[src/rtl/midi_pkg.sv]
// Shared MIDI constants, FSM state type and byte-classification helpers
// used by the message assembler and its byte classifier.
package midi_pkg;

  localparam logic [7:0] NOTE_OFF    = 8'h80;
  localparam logic [7:0] NOTE_ON     = 8'h90;
  localparam logic [7:0] SYSEX_START = 8'hF0;
  localparam logic [7:0] SYSEX_END   = 8'hF7;
  localparam logic [7:0] TUNE_REQ    = 8'hF6;

  typedef enum logic [1:0] {
    IDLE    = 2'd0,
    WAIT_D1 = 2'd1,
    WAIT_D2 = 2'd2,
    SYSEX   = 2'd3
  } midi_state_e;

  typedef struct packed {
    logic       is_data;
    logic       is_chan;
    logic       is_common;
    logic       is_rt;
    logic [1:0] data_len;
  } midi_class_t;

  // Number of data bytes following a status byte; 0 for data/realtime/others.
  function automatic logic [1:0] midi_data_len(input logic [7:0] status);
    logic [1:0] len;
    case (status[7:4])
      4'h8, 4'h9, 4'hA, 4'hB, 4'hE: len = 2'd2;
      4'hC, 4'hD:                   len = 2'd1;
      4'hF: begin
        case (status[3:0])
          4'h1, 4'h3: len = 2'd1;
          4'h2:       len = 2'd2;
          default:    len = 2'd0;
        endcase
      end
      default: len = 2'd0;
    endcase
    return len;
  endfunction

endpackage

[src/rtl/midi_status_class.sv]
// Combinational classifier: splits a received byte into the four MIDI
// byte classes and reports how many data bytes its message carries.
module midi_status_class
  import midi_pkg::*;
(
  input  logic [7:0]  rx_byte_i,
  output midi_class_t class_o
);

  // Decode the byte class from the top bits.
  always_comb begin
    class_o           = '0;
    class_o.is_data   = ~rx_byte_i[7];
    class_o.is_chan   = rx_byte_i[7] & (rx_byte_i[7:4] != 4'hF);
    class_o.is_common = (rx_byte_i[7:3] == 5'b11110);
    class_o.is_rt     = (rx_byte_i[7:3] == 5'b11111);
    class_o.data_len  = midi_data_len(rx_byte_i);
  end

endmodule

[src/rtl/midi_msg_assembler.sv]
// Frames received MIDI bytes into 24-bit {status,d1,d2} messages, tracking
// running status, skipping SysEx payloads and passing realtime bytes through.
module midi_msg_assembler
  import midi_pkg::*;
#(
  parameter bit REALTIME_EN = 1'b1,
  parameter bit VEL0_TO_OFF = 1'b1
) (
  input  logic        CLK,
  input  logic        nRST,
  input  logic [7:0]  RX_DATA,
  input  logic        RX_RDY,
  output logic [23:0] MIDI_MSG,
  output logic        MIDI_MSG_RDY,
  output logic        ERR
);

  midi_class_t cls_s;
  midi_state_e state_q;
  logic [7:0]  run_q;
  logic [7:0]  stat_q;
  logic [1:0]  stat_len_q;
  logic [7:0]  d1_q;
  logic [23:0] msg_q;
  logic        rdy_q;
  logic        err_q;
  logic [23:0] one_s;
  logic [23:0] run_one_s;
  logic [23:0] two_s;

  midi_status_class u_class (
    .rx_byte_i (RX_DATA),
    .class_o   (cls_s)
  );

  // Candidate messages for the three ways a data byte can complete one.
  always_comb begin
    one_s     = {stat_q, RX_DATA, 8'h00};
    run_one_s = {run_q, RX_DATA, 8'h00};
    if (VEL0_TO_OFF && (stat_q[7:4] == 4'h9) && (RX_DATA == 8'h00)) begin
      two_s = {NOTE_OFF | {4'h0, stat_q[3:0]}, d1_q, 8'h00};
    end else begin
      two_s = {stat_q, d1_q, RX_DATA};
    end
  end

  // Framing FSM with registered message, strobe and error outputs.
  always_ff @(posedge CLK or negedge nRST) begin
    if (!nRST) begin
      state_q    <= IDLE;
      run_q      <= 8'h00;
      stat_q     <= 8'h00;
      stat_len_q <= 2'd0;
      d1_q       <= 8'h00;
      msg_q      <= 24'h000000;
      rdy_q      <= 1'b0;
      err_q      <= 1'b0;
    end else begin
      rdy_q <= 1'b0;
      err_q <= 1'b0;
      if (RX_RDY) begin
        if (cls_s.is_rt) begin
          // Realtime bytes never disturb framing state.
          if (REALTIME_EN) begin
            msg_q <= {RX_DATA, 16'h0000};
            rdy_q <= 1'b1;
          end
        end else if (cls_s.is_chan) begin
          run_q      <= RX_DATA;
          stat_q     <= RX_DATA;
          stat_len_q <= cls_s.data_len;
          state_q    <= WAIT_D1;
        end else if (cls_s.is_common) begin
          run_q <= 8'h00;
          case (RX_DATA)
            SYSEX_START: state_q <= SYSEX;
            8'hF1, 8'hF2, 8'hF3: begin
              stat_q     <= RX_DATA;
              stat_len_q <= cls_s.data_len;
              state_q    <= WAIT_D1;
            end
            TUNE_REQ: begin
              msg_q   <= {TUNE_REQ, 16'h0000};
              rdy_q   <= 1'b1;
              state_q <= IDLE;
            end
            default: state_q <= IDLE;
          endcase
        end else if (cls_s.is_data) begin
          case (state_q)
            IDLE: begin
              if (run_q != 8'h00) begin
                stat_q     <= run_q;
                stat_len_q <= midi_data_len(run_q);
                d1_q       <= RX_DATA;
                if (midi_data_len(run_q) == 2'd1) begin
                  msg_q <= run_one_s;
                  rdy_q <= 1'b1;
                end else begin
                  state_q <= WAIT_D2;
                end
              end else begin
                err_q <= 1'b1;
              end
            end
            WAIT_D1: begin
              d1_q <= RX_DATA;
              if (stat_len_q == 2'd1) begin
                msg_q   <= one_s;
                rdy_q   <= 1'b1;
                state_q <= IDLE;
              end else begin
                state_q <= WAIT_D2;
              end
            end
            WAIT_D2: begin
              msg_q   <= two_s;
              rdy_q   <= 1'b1;
              state_q <= IDLE;
            end
            SYSEX:   state_q <= SYSEX;
            default: state_q <= IDLE;
          endcase
        end
      end
    end
  end

  assign MIDI_MSG     = msg_q;
  assign MIDI_MSG_RDY = rdy_q;
  assign ERR          = err_q;

endmodule

[config.mk]
export PLATFORM = sky130hd
export DESIGN_NAME = midi_msg_assembler
export DESIGN_NICKNAME = d
export VERILOG_FILES = /design/src/rtl/midi_pkg.sv /design/src/rtl/midi_status_class.sv /design/src/rtl/midi_msg_assembler.sv
export SDC_FILE = /design/constraint.sdc
export NUM_CORES = 1
export LEC_CHECK = 0
export CORE_MARGIN = 2
export CORE_UTILIZATION = 42
export CTS_CLUSTER_SIZE = 8
export DETAILED_ROUTE_END_ITERATION = 8
export DONT_BUFFER_PORTS = 1
export GPL_TIMING_DRIVEN = 0
export MAX_ROUTING_LAYER = met4
export PLACE_DENSITY = 0.56
export SLEW_MARGIN = 20
export SYNTH_ARGS = -nofsm -noshare
export SYNTH_HDL_FRONTEND = slang
export SYNTH_SLANG_ARGS = --single-unit
[constraint.sdc]
create_clock -name CLK -period 2.15 [get_ports CLK]
set_input_delay 0.3225 -clock CLK [delete_from_list [all_inputs] [get_ports CLK]]
set_output_delay 0.3225 -clock CLK [all_outputs]
set_load 0.03 [all_outputs]
### After elaboration in Yosys (flattened, before gate mapping)

Cells that the tools add are included.

| word-level totals | value |
|---|---|
| output and inout port bits | 26 |
| ROM bits | 0 |
| register bits after elaboration | 54 |
| word-level logic and storage cells | 140 |
| input bits | 11 |
| bits in writable memories | 0 |
| memories kept | 0 |
| latch bits | 0 |

| cells by class | value |
|---|---|
| bitwise logic cells | 5 |
| div/mod/pow operators | 0 |
| shift operators | 0 |
| multiplexer cells | 59 |
| reductions and logical operators | 21 |
| $lt $le $gt $ge | 0 |
| equality and inequality tests | 47 |
| add/sub/neg operators | 0 |
| multipliers | 0 |

Operator list:

| cell | number |
|---|---|
| 24-bit 2-to-1 mux | 9 |
| 8-bit 2-to-1 mux | 9 |
| 24-bit case mux with 3 select lines | 1 |
| 4-bit == test (second input constant) | 17 |
| 8-bit == test (second input constant) | 5 |
| 2-bit 2-to-1 mux | 16 |
| 4-bit != test (second input constant) | 6 |
| 4-bit by 2-bit == test with 1-bit output (second input constant) | 4 |
| 1-bit 2-to-1 mux | 16 |
| 8-bit case mux with 2 select lines | 1 |
| 2-bit case mux with 2 select lines | 3 |
| 2-bit case mux with 3 select lines | 2 |
| 5-bit == test (second input constant) | 2 |
| 5-bit OR reduction | 2 |
| 3-bit by 1-bit != test with 1-bit output (second input constant) | 3 |
| 4-bit by 1-bit == test with 1-bit output (second input constant) | 2 |
| 8-bit zero test | 1 |
| 2-bit case mux with 4 select lines | 1 |
| 8-bit AND reduction | 1 |
| 8-bit nonzero test | 1 |
| 2-bit OR reduction | 4 |
| 7-bit AND reduction | 1 |
| 2-bit by 1-bit == test with 1-bit output (second input constant) | 3 |
| 6-bit AND reduction | 1 |
| 14 further kinds | 21 |

### Longest topological paths before layout

Gate-level depths: netlist of run 1.

| depth | value |
|---|---|
| depth in word-level cells | 20 |
| gate-level depth with buffers | 9 |
| depth with buffers taken out | 7 |

### Modules after synthesis

Synthesis of run 1 repeated with hierarchy kept, for this count alone.

| unflattened totals | value |
|---|---|
| cell total of the unflattened synthesis | 262 |
| area total of the unflattened synthesis | 2930.3 µm² |

Modules (own cells, without submodules):

| module | sequential area each (µm²) | times used | area each (µm²) | cells each |
|---|---|---|---|---|
| midi_msg_assembler | 1351.3 | 1 | 2857.7 | 250 |
| midi_status_class | 0.0 | 1 | 72.6 | 12 |

### Worst setup path before layout of run 1

Ideal clock, no wire load.

| timing path | value |
|---|---|
| path type | register to register |
| start | register state_q[0] |
| end | register msg_q[10], in the netlist MIDI_MSG[10] |
| arrival time | 1.748 ns |
| slack | 0.310 ns |
| path buffers | 2 |
| cell stages (with the launch flop) | 9 |
| period minus slack after synthesis | 1.840 ns |
| data required time | 2.058 ns |
| setup time | 0.092 ns |
| cells stage by stage | dfrtp_1 > inv_1 > ha_1 > buf_2 > nor2_1 > a211oi_2 > o221ai_4 > buf_4 > o31ai_2 |

| between the ends | value |
|---|---|
| longest elaborated chain between the ends | 6 |
| elaborated cells between the ends (all ways) | 13 |
| those cells by class | eq/ne (5); mux (5); reduce/logical (3) |

Ends and longest elaborated chain:

| item | line | text |
|---|---|---|
| start, declared | midi_msg_assembler.sv:19 | `midi_state_e state_q;` |
| start signal, assigned | midi_msg_assembler.sv:50 | `state_q <= IDLE;` |
| start signal, assigned | midi_msg_assembler.sv:72 | `state_q <= WAIT_D1;` |
| start signal, assigned | midi_msg_assembler.sv:76 | `SYSEX_START: state_q <= SYSEX;` |
| 2-bit == test (tied with other cells) | midi_msg_assembler.sv:90 | `case (state_q)` |
| 24-bit case mux with 3 select lines | midi_msg_assembler.sv:90 |  |
| 24-bit 2-to-1 mux | midi_msg_assembler.sv:89 | `end else if (cls_s.is_data) begin` |
| 24-bit 2-to-1 mux | midi_msg_assembler.sv:73 | `end else if (cls_s.is_common) begin` |
| 24-bit 2-to-1 mux | midi_msg_assembler.sv:68 | `end else if (cls_s.is_chan) begin` |
| 24-bit 2-to-1 mux | midi_msg_assembler.sv:62 | `if (cls_s.is_rt) begin` |
| end signal, assigned | midi_msg_assembler.sv:65 | `msg_q <= {RX_DATA, 16'h0000};` |
| end signal, assigned | midi_msg_assembler.sv:83 | `msg_q <= {TUNE_REQ, 16'h0000};` |
| end signal, assigned | midi_msg_assembler.sv:97 | `msg_q <= run_one_s;` |
| end, declared | midi_msg_assembler.sv:24 | `logic [23:0] msg_q;` |

Parallel ways exist; a longest one is shown, timed or not. The select of a mux whose other input is x is not followed.
A chain may end at the register's enable or synchronous reset.

### Final worst setup path of run 1

Same ends and word-level chain as after synthesis.

==> results of run 1 <==
[cells by family after synthesis]
family                   count (synthesis)
AND/OR/NAND/NOR                         93
AO/OA/AOI/OAI                           88
flip-flops                              51
buffers and inverters                   34
multiplexers                            11
adder cells (fa/ha/maj)                  5
other                                    1
[flip-flops by register name (all words and copies together) (netlist names)]
| signal | count |
|---|---|
| stat_q | 8 |
| stat_len_q | 2 |
| MIDI_MSG_RDY | 1 |
| ERR | 1 |
| MIDI_MSG | 22 |
| state_q | 2 |
| run_q | 8 |
| d1_q | 7 |
[metrics by stage]
step / utilization [%] / power (mW) / TNS, ns / hold WS (ns)
after floorplan: - / 2.77 / 0 / 0.0269
final: 48.3 / 3.81 / 0 / 0.264
after detailed placement: 44.8 / 3.10 / -0.0150 / 0.0288
after global routing: 48.3 / 4.08 / 0 / 0.280
after global placement: 44.8 / 3.06 / 0 / 0.0285
after CTS: 47.0 / 3.73 / 0 / 0.219
[power by group through the flow]
stage | logic (mW) | registers [mW] | clock network, mW
4_1_cts | 1.24 | 1.87 | 0.622
5_1_grt | 1.51 | 1.91 | 0.653
3_5_place_dp | 1.21 | 1.90 | 0
6_report | 1.35 | 1.87 | 0.598
2_1_floorplan | 0.948 | 1.82 | 0
3_3_place_gp | 1.18 | 1.88 | 0
[worst reg2reg max path, stage by stage, from the launching register on]
cell,delay (ns)
dfrtp_1,0.40
inv_1,0.10
ha_1,0.30
buf_6,0.14
nor2_1,0.07
a211oi_2,0.29
o221ai_4,0.24
buf_8,0.21
o31ai_2,0.22
[repair_timing]
item                                   in CTS  in global routing
pin swaps                                   1                  2
endpoints found under the hold margin      51                  0
gates cloned                                0                  1
resized for setup                           0                 11
hold buffers                                2                  0
setup buffers                               0                  4
setup endpoints to repair                   5                 29
[worst min path at each step]
stage,startpoint,endpoint,slack (ns),cells after the start
global placement,nRST,stat_len_q[1],0.03,0
CTS,RX_RDY,MIDI_MSG_RDY,0.22,2
global route,RX_RDY,MIDI_MSG[17],0.28,2
detailed placement,nRST,stat_len_q[1],0.03,0
floorplan,nRST,ERR,0.03,0
finish,RX_RDY,MIDI_MSG_RDY,0.26,2
[placed cells by master (no fill, tap or decap), types with 3 or more instances in the layout]
cell type / count
buf_2: 10
mux2_2: 9
a311oi_1: 6
a21oi_1: 8
o31ai_1: 5
o31ai_2: 7
dfrtp_1: 51
clkbuf_8: 6
clkbuf_1: 6
ha_1: 5
a32o_1: 5
buf_6: 5
a31oi_1: 6
buf_4: 7
nor3_1: 4
o211ai_1: 3
nor2_1: 9
o21ai_0: 24
nand3_1: 3
inv_1: 8
nand2_1: 48
nand4_1: 3
a22oi_1: 7
nor2b_1: 6
nand2b_1: 4
[metal layers]
| layer | wire, um | vias to the layer above | track usage [%] |
|---|---|---|---|
| met3 | 369 | 7 | 2.82 |
| met1 | 3430 | 1117 | 31.5 |
| met2 | 3390 | 68 | 33.1 |
| li1 | - | 1046 | - |
| met4 | 99 | 0 | 5.63 |
| met5 | 0 | - | - |
[layout make-up]
cell class | count | share of cell area [%]
Buffer | 25 | 5.43
Inverter | 8 | 0.979
Clock inverter | 2 | 0.530
Timing Repair Buffer | 7 | 3.02
Multi-Input combinational cell | 199 | 42.6
Sequential cell | 51 | 41.6
Tap cell | 77 | 3.14
Clock buffer | 6 | 2.69
==> impl_metrics.json, run 1 <==
{
  "place_inst": 361,
  "num_rows": 29,
  "power.share.sequential_pct": 49.0,
  "critPathBufInv": 3,
  "synth.distinct_cells": 50,
  "ys_seq_area_share_pct": 46.5,
  "dpl.hpwl_mm": 4.99,
  "tightest_slew_ns": 0.612,
  "drv_slew": 0,
  "synth_compound_area_share_pct": 23.8,
  "r2r_slack_ns": 0.11,
  "boundaryPins": 37,
  "p_sw_share_pct": 44.1,
  "synth_fa_ha_area_share_pct": 2.28,
  "clkLatencyLatePin_ns": 0.30,
  "post-route-drc-count": 0,
  "clkTransAtPathRegs_ns": 0.10,
  "worstRegToRegCells": 8,
  "synth.avg_cell_area_um2": 9.70,
  "synth-xor-area-share_pct": 0,
  "cp_slowest_cell": "dfrtp_1",
  "drtIter0Drc": 187,
  "grt_pass1_wl_mm": 12.0,
  "synth_area_um2": 2750,
  "critPathCapture": "MIDI_MSG[10]",
  "crit_type": "reg -> reg",
  "cp_num_cells": 8,
  "overflow": 0,
  "async_flop_share_pct": 100,
  "final_hold_viol_count": 0,
  "die_h_um": 84.9,
  "drive_gt1_share_pct": 19.5,
  "required_ns": 2.37,
  "cp_cell_sequence": "inv_1 > ha_1 > buf_6 > nor2_1 > a211oi_2 > o221ai_4 > buf_8 > o31ai_2",
  "stdcell_area_um2": 3070,
  "min_path_type": "in -> reg",
  "synth_edf_count": 0,
  "final_nets": 313,
  "wl_per_cell_um": 19.5,
  "fillers": 601,
  "cts_buffers": 5,
  "core_area_um2": 6350,
  "grt_max_degree": 52,
  "synth-main-ff-cell": "dfrtp_1",
  "max_cap_viol_count": 0,
  "clkPwrFrac_pct": 15.7,
  "io_buffers": 0,
  "slew_headroom_pct": 59.2,
  "power.density_nw_per_um2": 1240,
  "vias": 2238,
  "dieArea_um2": 7200,
  "p_sw_mw": 1.68,
  "synth_top_area_share_pct": 46.5,
  "synthCells": 283,
  "antenna_left": 0,
  "combPwrFrac_pct": 35.3,
  "end_kind": "register",
  "cpPeakStageDelay_ns": 0.40,
  "grt_pass1_vias": 2175,
  "crit_path_start": "state_q[0]",
  "synth-seq-cells": 51,
  "final-setup-viol-count": 0,
  "r2r-start": "state_q[0]",
  "wl_mm": 7.29,
  "p_leak_nw": 1.32,
  "ir_drop_mv": 0.615,
  "multi_input_area_um2": 1310,
  "synth_commonest_cells": "dfrtp_1 (51), nand2_1 (48), o21ai_0 (24)",
  "r2r-end": "MIDI_MSG[10]",
  "yosysTopAreaCell": "dfrtp_1",
  "first_pass_iters": 5,
  "fin_cells": 375,
  "status": "completed",
  "postPlaceCellArea_um2": 2850,
  "synth_warnings": 0,
  "place_ws_ns": -0.0150,
  "h-tree-depth": 2,
  "synth_area_leaders": "dfrtp_1 (46%), nand2_1 (6.6%), o21ai_0 (4.4%)",
  "gp_congestion": 0.874,
  "layout_setup_ws_ns": 0.109,
  "syn_to_final_growth_pct": 11.7,
  "synth.area.mux_share_pct": 4.42,
  "period_needed_ns": 2.04,
  "start_kind": "register",
  "grt_setup_unrepaired": "false",
  "cts_tree": "yes",
  "crit_arrival_ns": 2.26,
  "root_buffer": "clkbuf_8",
  "via_per_inst": 5.97,
  "cp_max_fo": 10,
  "n_antenna_cell": 0,
  "initial_utilization_pct": 43.3,
  "seq_area_um2": 1280,
  "synth_top_family_by_area": "compound AO/OA/AOI/OAI gates",
  "cp_top_family": "compound AO/OA/AOI/OAI gates",
  "cts_sinks": 51,
  "synth_most_common_cell": "dfrtp_1",
  "clock.fmax_mhz": 490,
  "track_usage_pct": 21.9,
  "clock_skew_ns": 0.00335,
  "synthSimpleGateAreaFrac_pct": 16.4,
  "period_share_pct": 94.9,
  "cts_buffer_depth": 2,
  "antenna_found_initial": 0,
  "fp.dieW_um": 84.9,
  "p_int_mw": 2.13
}
(Power assumes the default switching activity.)
==> inputs of run 2 (changes only) <==
--- a/config.mk
+++ b/config.mk
@@ -5,6 +5,7 @@
 export SDC_FILE = /design/constraint.sdc
 export NUM_CORES = 1
 export LEC_CHECK = 0
+export ABC_AREA = 1
 export CORE_MARGIN = 2
 export CORE_UTILIZATION = 42
 export CTS_CLUSTER_SIZE = 8
==> run 2 against run 1 <==
  * Cell area increased by 0.65%
  * Clock power is 15% higher
  * Core utilization fell by 0.23 points
  * Worst setup slack improved by 0.066 ns
  * Hold slack worse by 0.092 ns
  * Clock-buffer cell count fell by 1
  * Non-clock buffer count shrank 18
  * Clock skew grew 0.013 ns
  * Global-route usage increased by 1.3 points
  * Die area rose by 2.9%
  * First-iteration DRC count increased by 1.6%
==> impl_metrics.json, run 2 <==
{
  "fin_cells": 469,
  "p_int_mw": 1.89,
  "power.share.sequential_pct": 52.7,
  "whs_path_depth": 2,
  "place_inst": 460,
  "drv_slew": 0,
  "syn_to_final_growth_pct": 9.06,
  "final_cell_mix": "nand2_1 (137), dfrtp_1 (51), inv_1 (39)",
  "cts_buffer_depth": 2,
  "async_flop_share_pct": 100,
  "drive_gt1_share_pct": 10.7,
  "crit_type": "reg -> reg",
  "drtIter0Drc": 190,
  "final_hold_viol_count": 0,
  "antenna_found_initial": 0,
  "grt_pass1_vias": 2416,
  "cts_tree": "yes",
  "initial_utilization_pct": 44.1,
  "status": "completed",
  "root_buffer": "clkbuf_8",
  "dpl.hpwl_mm": 5.87,
  "max_cap_viol_count": 0,
  "period_needed_ns": 1.97,
  "layout_commonest_cell": "nand2_1",
  "grt_pass1_wl_mm": 13.0,
  "combPwrFrac_pct": 26.4,
  "grt_max_degree": 52,
  "cp_top_family": "simple AND/OR/NAND/NOR gates",
  "yosysTopAreaCell": "dfrtp_1",
  "ys_seq_area_share_pct": 45.1,
  "clock.fmax_mhz": 506,
  "clock_skew_ns": 0.0161,
  "cp_num_cells": 8,
  "min-delay-start": "RX_DATA[6]",
  "end_kind": "register",
  "via_per_inst": 5.28,
  "grt_setup_unrepaired": "false",
  "synthCells": 382,
  "io_buffers": 0,
  "synth.avg_cell_area_um2": 7.41,
  "overflow": 0,
  "synth_area_um2": 2830,
  "wl_mm": 7.80,
  "num_rows": 29,
  "cpMostUsedCell": "nand2_1",
  "worstRegToRegCells": 8,
  "min_path_type": "in -> reg",
  "cp_slowest_cell": "ha_2",
  "cpPeakStageDelay_ns": 0.48,
  "period_share_pct": 91.9,
  "fp.dieW_um": 86.1,
  "synth_area_leaders": "dfrtp_1 (45%), nand2_1 (18%), o21ai_0 (5.8%)",
  "clkLatencyLatePin_ns": 0.31,
  "antenna_left": 0,
  "core_area_um2": 6420,
  "vias": 2478,
  "dieArea_um2": 7410,
  "cp_max_fo": 11,
  "crit_arrival_ns": 2.23,
  "gp_congestion": 0.929,
  "synth.distinct_cells": 30,
  "largest_register_ffs": 22,
  "hold_path_end": "run_q[6]",
  "clkTransAtPathRegs_ns": 0.10,
  "synth_warnings": 0,
  "wl_per_cell_um": 16.6,
  "post-route-drc-count": 0,
  "p_total_mw": 3.28,
  "r2r-start": "state_q[0]",
  "boundaryPins": 37,
  "critPathBufInv": 2,
  "synth_edf_count": 0,
  "clkPwrFrac_pct": 20.9,
  "synth_top_area_share_pct": 45.1,
  "final_nets": 407,
  "synth-seq-cells": 51,
  "p_sw_share_pct": 42.3,
  "n_antenna_cell": 0,
  "p_leak_nw": 1.64,
  "start_kind": "register",
  "synth_commonest_cells": "nand2_1 (137), dfrtp_1 (51), inv_1 (39)",
  "power.density_nw_per_um2": 1060,
  "track_usage_pct": 23.2,
  "cp_cell_sequence": "inv_1 > ha_2 > nand2_1 > inv_1 > nand3_1 > nor2_1 > nand2_1 > nand2_1",
  "r2r_slack_ns": 0.18,
  "ir_drop_mv": 0.440,
  "cts_buffers": 5,
  "postCtsSetupBuffers": 0,
  "die_h_um": 86.1,
  "required_ns": 2.40,
  "synth_most_common_cell": "nand2_1",
  "first_pass_iters": 6,
  "finalSetupTns_ns": 0,
  "final-setup-viol-count": 0,
  "synth-main-ff-cell": "dfrtp_1",
  "h-tree-depth": 2,
  "cts_sinks": 51,
  "p_sw_mw": 1.39,
  "r2r-end": "MIDI_MSG[0]"
}
[run 2: cell types whose count changed after synthesis, moves of 12 or more]
cell,previous run,this run
nand2_1,48,137
nor2_1,9,34
nand3_1,3,15
inv_1,8,39
[run 2: power groups by stage]
| stage | sequential [mW] | clock (mW) | combinational (mW) |
|---|---|---|---|
| final | 1.73 | 0.686 | 0.865 |
| after global routing | 1.77 | 0.741 | 0.999 |
| after CTS | 1.73 | 0.707 | 0.861 |
| after detailed placement | 1.75 | 0 | 0.824 |
| after global placement | 1.74 | 0 | 0.815 |
| after floorplan | 1.69 | 0 | 0.639 |
[run 2: kinds of logic (layout without fill, tap and decap cells)]
| kind of cell | after synthesis | count (layout) | synth area share (%) |
|---|---|---|---|
| simple gates | 204 | 204 | 30.3 |
| flops | 51 | 51 | 45.1 |
| other cells | 1 | 2 | 0.132 |
| fa+ha+maj | 5 | 5 | 2.21 |
| buf+inv | 56 | 65 | 9.15 |
| compound gates | 65 | 65 | 13.1 |
[run 2: area by class of cell]
| cell class | instances | area (um^2) |
|---|---|---|
| plain buffers | 12 | 93.8 |
| clock buffers | 5 | 68.8 |
| clock inverters | 3 | 47.5 |
| fillers | 664 | 3340 |
| inverters | 43 | 161 |
| multi-input cells | 276 | 1310 |
| flip-flops and latches | 51 | 1280 |
| well taps | 77 | 96.3 |
| repair buffers | 2 | 37.5 |
[run 2: worst max path at each step]
stage               start            to  slack (ns)
2_1_floorplan  state_q[0]   MIDI_MSG[0]        0.48
3_3_place_gp   state_q[0]  MIDI_MSG[19]       -0.03
3_5_place_dp   state_q[0]  MIDI_MSG[19]        -0.1
4_1_cts        state_q[0]   MIDI_MSG[0]        0.13
5_1_grt        state_q[0]   MIDI_MSG[0]        0.04
6_report       state_q[0]   MIDI_MSG[0]        0.18
[run 2: layer usage]
metal	global-route usage (%)	vias up	share of wire [%]
met3	4.33	6	6.2
met4	5.05	0	0.71
met2	34.5	77	45
met5	-	-	0
met1	33.2	1168	48
li1	-	1227	-
[run 2: what timing repair did]
| item | in CTS | in global routing |
|---|---|---|
| resized for setup | 1 | 1 |
| endpoints found under the hold margin | 51 | 0 |
| endpoints found under the setup margin | 11 | 7 |
| hold buffers | 2 | 0 |
[run 2: metrics by stage]
| step | instance area [um^2] | utilization [%] | hold WS, ns | setup WS (ns) |
|---|---|---|---|---|
| 6_report | 3090 | 48.1 | 0.172 | 0.175 |
| 5_1_grt | 3090 | 48.1 | 0.193 | 0.0373 |
| 4_1_cts | 3080 | 48.0 | 0.173 | 0.126 |
| 3_5_place_dp | 2930 | 45.6 | 0.0282 | -0.0975 |
| 3_3_place_gp | 2930 | 45.6 | 0.0282 | -0.0254 |
| 2_1_floorplan | 2830 | - | 0.0269 | 0.484 |
==> inputs of run 3 (changes only) <==
--- a/config.mk
+++ b/config.mk
@@ -7,13 +7,13 @@
 export LEC_CHECK = 0
 export ABC_AREA = 1
 export CORE_MARGIN = 2
-export CORE_UTILIZATION = 42
+export CORE_UTILIZATION = 63
 export CTS_CLUSTER_SIZE = 8
 export DETAILED_ROUTE_END_ITERATION = 8
 export DONT_BUFFER_PORTS = 1
 export GPL_TIMING_DRIVEN = 0
 export MAX_ROUTING_LAYER = met4
-export PLACE_DENSITY = 0.56
+export PLACE_DENSITY = 0.79
 export SLEW_MARGIN = 20
 export SYNTH_ARGS = -nofsm -noshare
 export SYNTH_HDL_FRONTEND = slang
==> run 3 against run 2 <==
  * Final cell count down 5.1%
  * Sequential cell count unchanged
  * Cell area down 1.5%
  * Routed wire length down 6.9%
  * Die area down 32%
  * Combinational power down 0.5%
  * Clock-buffer cell count up 1
  * Clock power down 14%
  * Highest routed layer unchanged
==> impl_metrics.json, run 3 (synthesis results as in run 2) <==
{
  "whs_path_depth": 2,
  "place_inst": 435,
  "first_pass_iters": 6,
  "drtIter0Drc": 185,
  "p_sw_share_pct": 43.5,
  "final_nets": 408,
  "grt_setup_unrepaired": "false",
  "clkPwrFrac_pct": 18.6,
  "power.share.sequential_pct": 54.3,
  "n_antenna_cell": 0,
  "drv_slew": 0,
  "ir_drop_mv": 0.593,
  "io_buffers": 0,
  "cts_buffers": 5,
  "final_cell_mix": "nand2_1 (137), dfrtp_1 (51), inv_1 (39)",
  "layout_setup_ws_ns": 0.159,
  "stdcell_area_um2": 3040,
  "track_usage_pct": 31.1,
  "place_ws_ns": 0.0462,
  "slew_headroom_pct": 61.5,
  "overflow": 0,
  "antenna_left": 0,
  "final-setup-viol-count": 0,
  "finalSetupTns_ns": 0,
  "postCtsSetupBuffers": 0,
  "final_hold_viol_count": 0,
  "drive_gt1_share_pct": 10.7,
  "max_cap_viol_count": 0,
  "wl_per_cell_um": 16.3,
  "min-delay-start": "RX_DATA[6]",
  "power.density_nw_per_um2": 1050,
  "dieArea_um2": 5040,
  "wl_mm": 7.26,
  "period_share_pct": 92.6,
  "initial_utilization_pct": 65.0,
  "clock.fmax_mhz": 502,
  "p_total_mw": 3.18,
  "die_h_um": 71.0,
  "clkLatencyLatePin_ns": 0.31,
  "h-tree-depth": 2,
  "cp_max_fo": 10,
  "cts_buffer_depth": 2,
  "boundaryPins": 37,
  "layout_commonest_cell": "nand2_1",
  "num_rows": 24,
  "postPlaceCellArea_um2": 2900,
  "p_leak_nw": 1.63,
  "fp.dieW_um": 71.0,
  "largest_register_ffs": 22,
  "r2r_slack_ns": 0.16,
  "grt_max_degree": 52,
  "worstRegToRegCells": 9,
  "period_needed_ns": 1.99,
  "gp_congestion": 1.00,
  "cts_tree": "yes",
  "grt_pass1_wl_mm": 11.8,
  "fin_cells": 445,
  "vias": 2536,
  "crit_arrival_ns": 2.19,
  "antenna_found_initial": 0,
  "tightest_slew_ns": 0.574,
  "hold_path_end": "run_q[6]",
  "end_kind": "register",
  "post-route-drc-count": 0,
  "status": "completed",
  "crit_type": "reg -> reg",
  "p_int_mw": 1.80,
  "core_area_um2": 4350,
  "p_sw_mw": 1.38,
  "via_per_inst": 5.70,
  "start_kind": "register",
  "clkTransAtPathRegs_ns": 0.10,
  "min_path_type": "in -> reg",
  "clock_skew_ns": 0.0182,
  "required_ns": 2.34,
  "syn_to_final_growth_pct": 7.47,
  "dpl.hpwl_mm": 5.39,
  "r2r-end": "MIDI_MSG[16]",
  "r2r-start": "state_q[0]",
  "root_buffer": "clkbuf_8",
  "fin_util_pct": 69.9,
  "cts_sinks": 51,
  "hold_slack_ns": 0.188,
  "combPwrFrac_pct": 27.1,
  "grt_pass1_vias": 2413
}
==> run 3: area by class of cell <==
cell class / count / area (um^2)
clock inverter: 2 / 16.3
timing repair buffer: 2 / 37.5
tap: 52 / 65.1
clock buffer: 6 / 82.6
sequential: 51 / 1280
fill: 386 / 1310
buffer: 13 / 98.8
inverter: 43 / 161
multi-input combinational: 276 / 1300
==> run 3: worst max-delay path by stage <==
stage                from            to  slack (ns)  cells after the start
2_1_floorplan  state_q[0]   MIDI_MSG[0]        0.48                      9
3_3_place_gp   state_q[0]  MIDI_MSG[19]        0.02                      9
3_5_place_dp   state_q[0]  MIDI_MSG[19]        0.05                      9
4_1_cts        state_q[0]   MIDI_MSG[5]        0.04                      9
5_1_grt        state_q[1]  MIDI_MSG[18]        0.01                      9
6_report       state_q[0]  MIDI_MSG[16]        0.16                      9
==> run 3: critical path, stage by stage (launching register included) <==
cell      delay, ns
dfrtp_1        0.42
inv_1          0.10
ha_1           0.31
clkbuf_2       0.21
o21ai_1        0.36
o22ai_1        0.19
nand2_1        0.09
o21ai_0        0.09
nand2_1        0.08
nand2_1        0.04
==> run 3: power by group through the flow <==
stage / Sequential [mW] / Clock [mW] / Combinational (mW)
6_report: 1.73 / 0.592 / 0.861
4_1_cts: 1.73 / 0.592 / 0.846
3_3_place_gp: 1.73 / 0 / 0.795
2_1_floorplan: 1.69 / 0 / 0.639
5_1_grt: 1.76 / 0.615 / 0.987
3_5_place_dp: 1.74 / 0 / 0.814
==> run 3: what timing repair did <==
item / 4_1_cts / 5_1_grt
endpoints found under the hold margin: 51 / 0
hold buffers: 2 / 0
gates resized for setup: 0 / 3
endpoints found under the setup margin: 0 / 15
==> run 3: metal layers <==
metal	vias to the layer above	wire length (um)	GRT usage, %
met3	13	608	5.98
met1	1176	3250	42.5
met4	0	85	9.01
li1	1227	-	-
met2	120	3310	47.7
met5	-	0	-
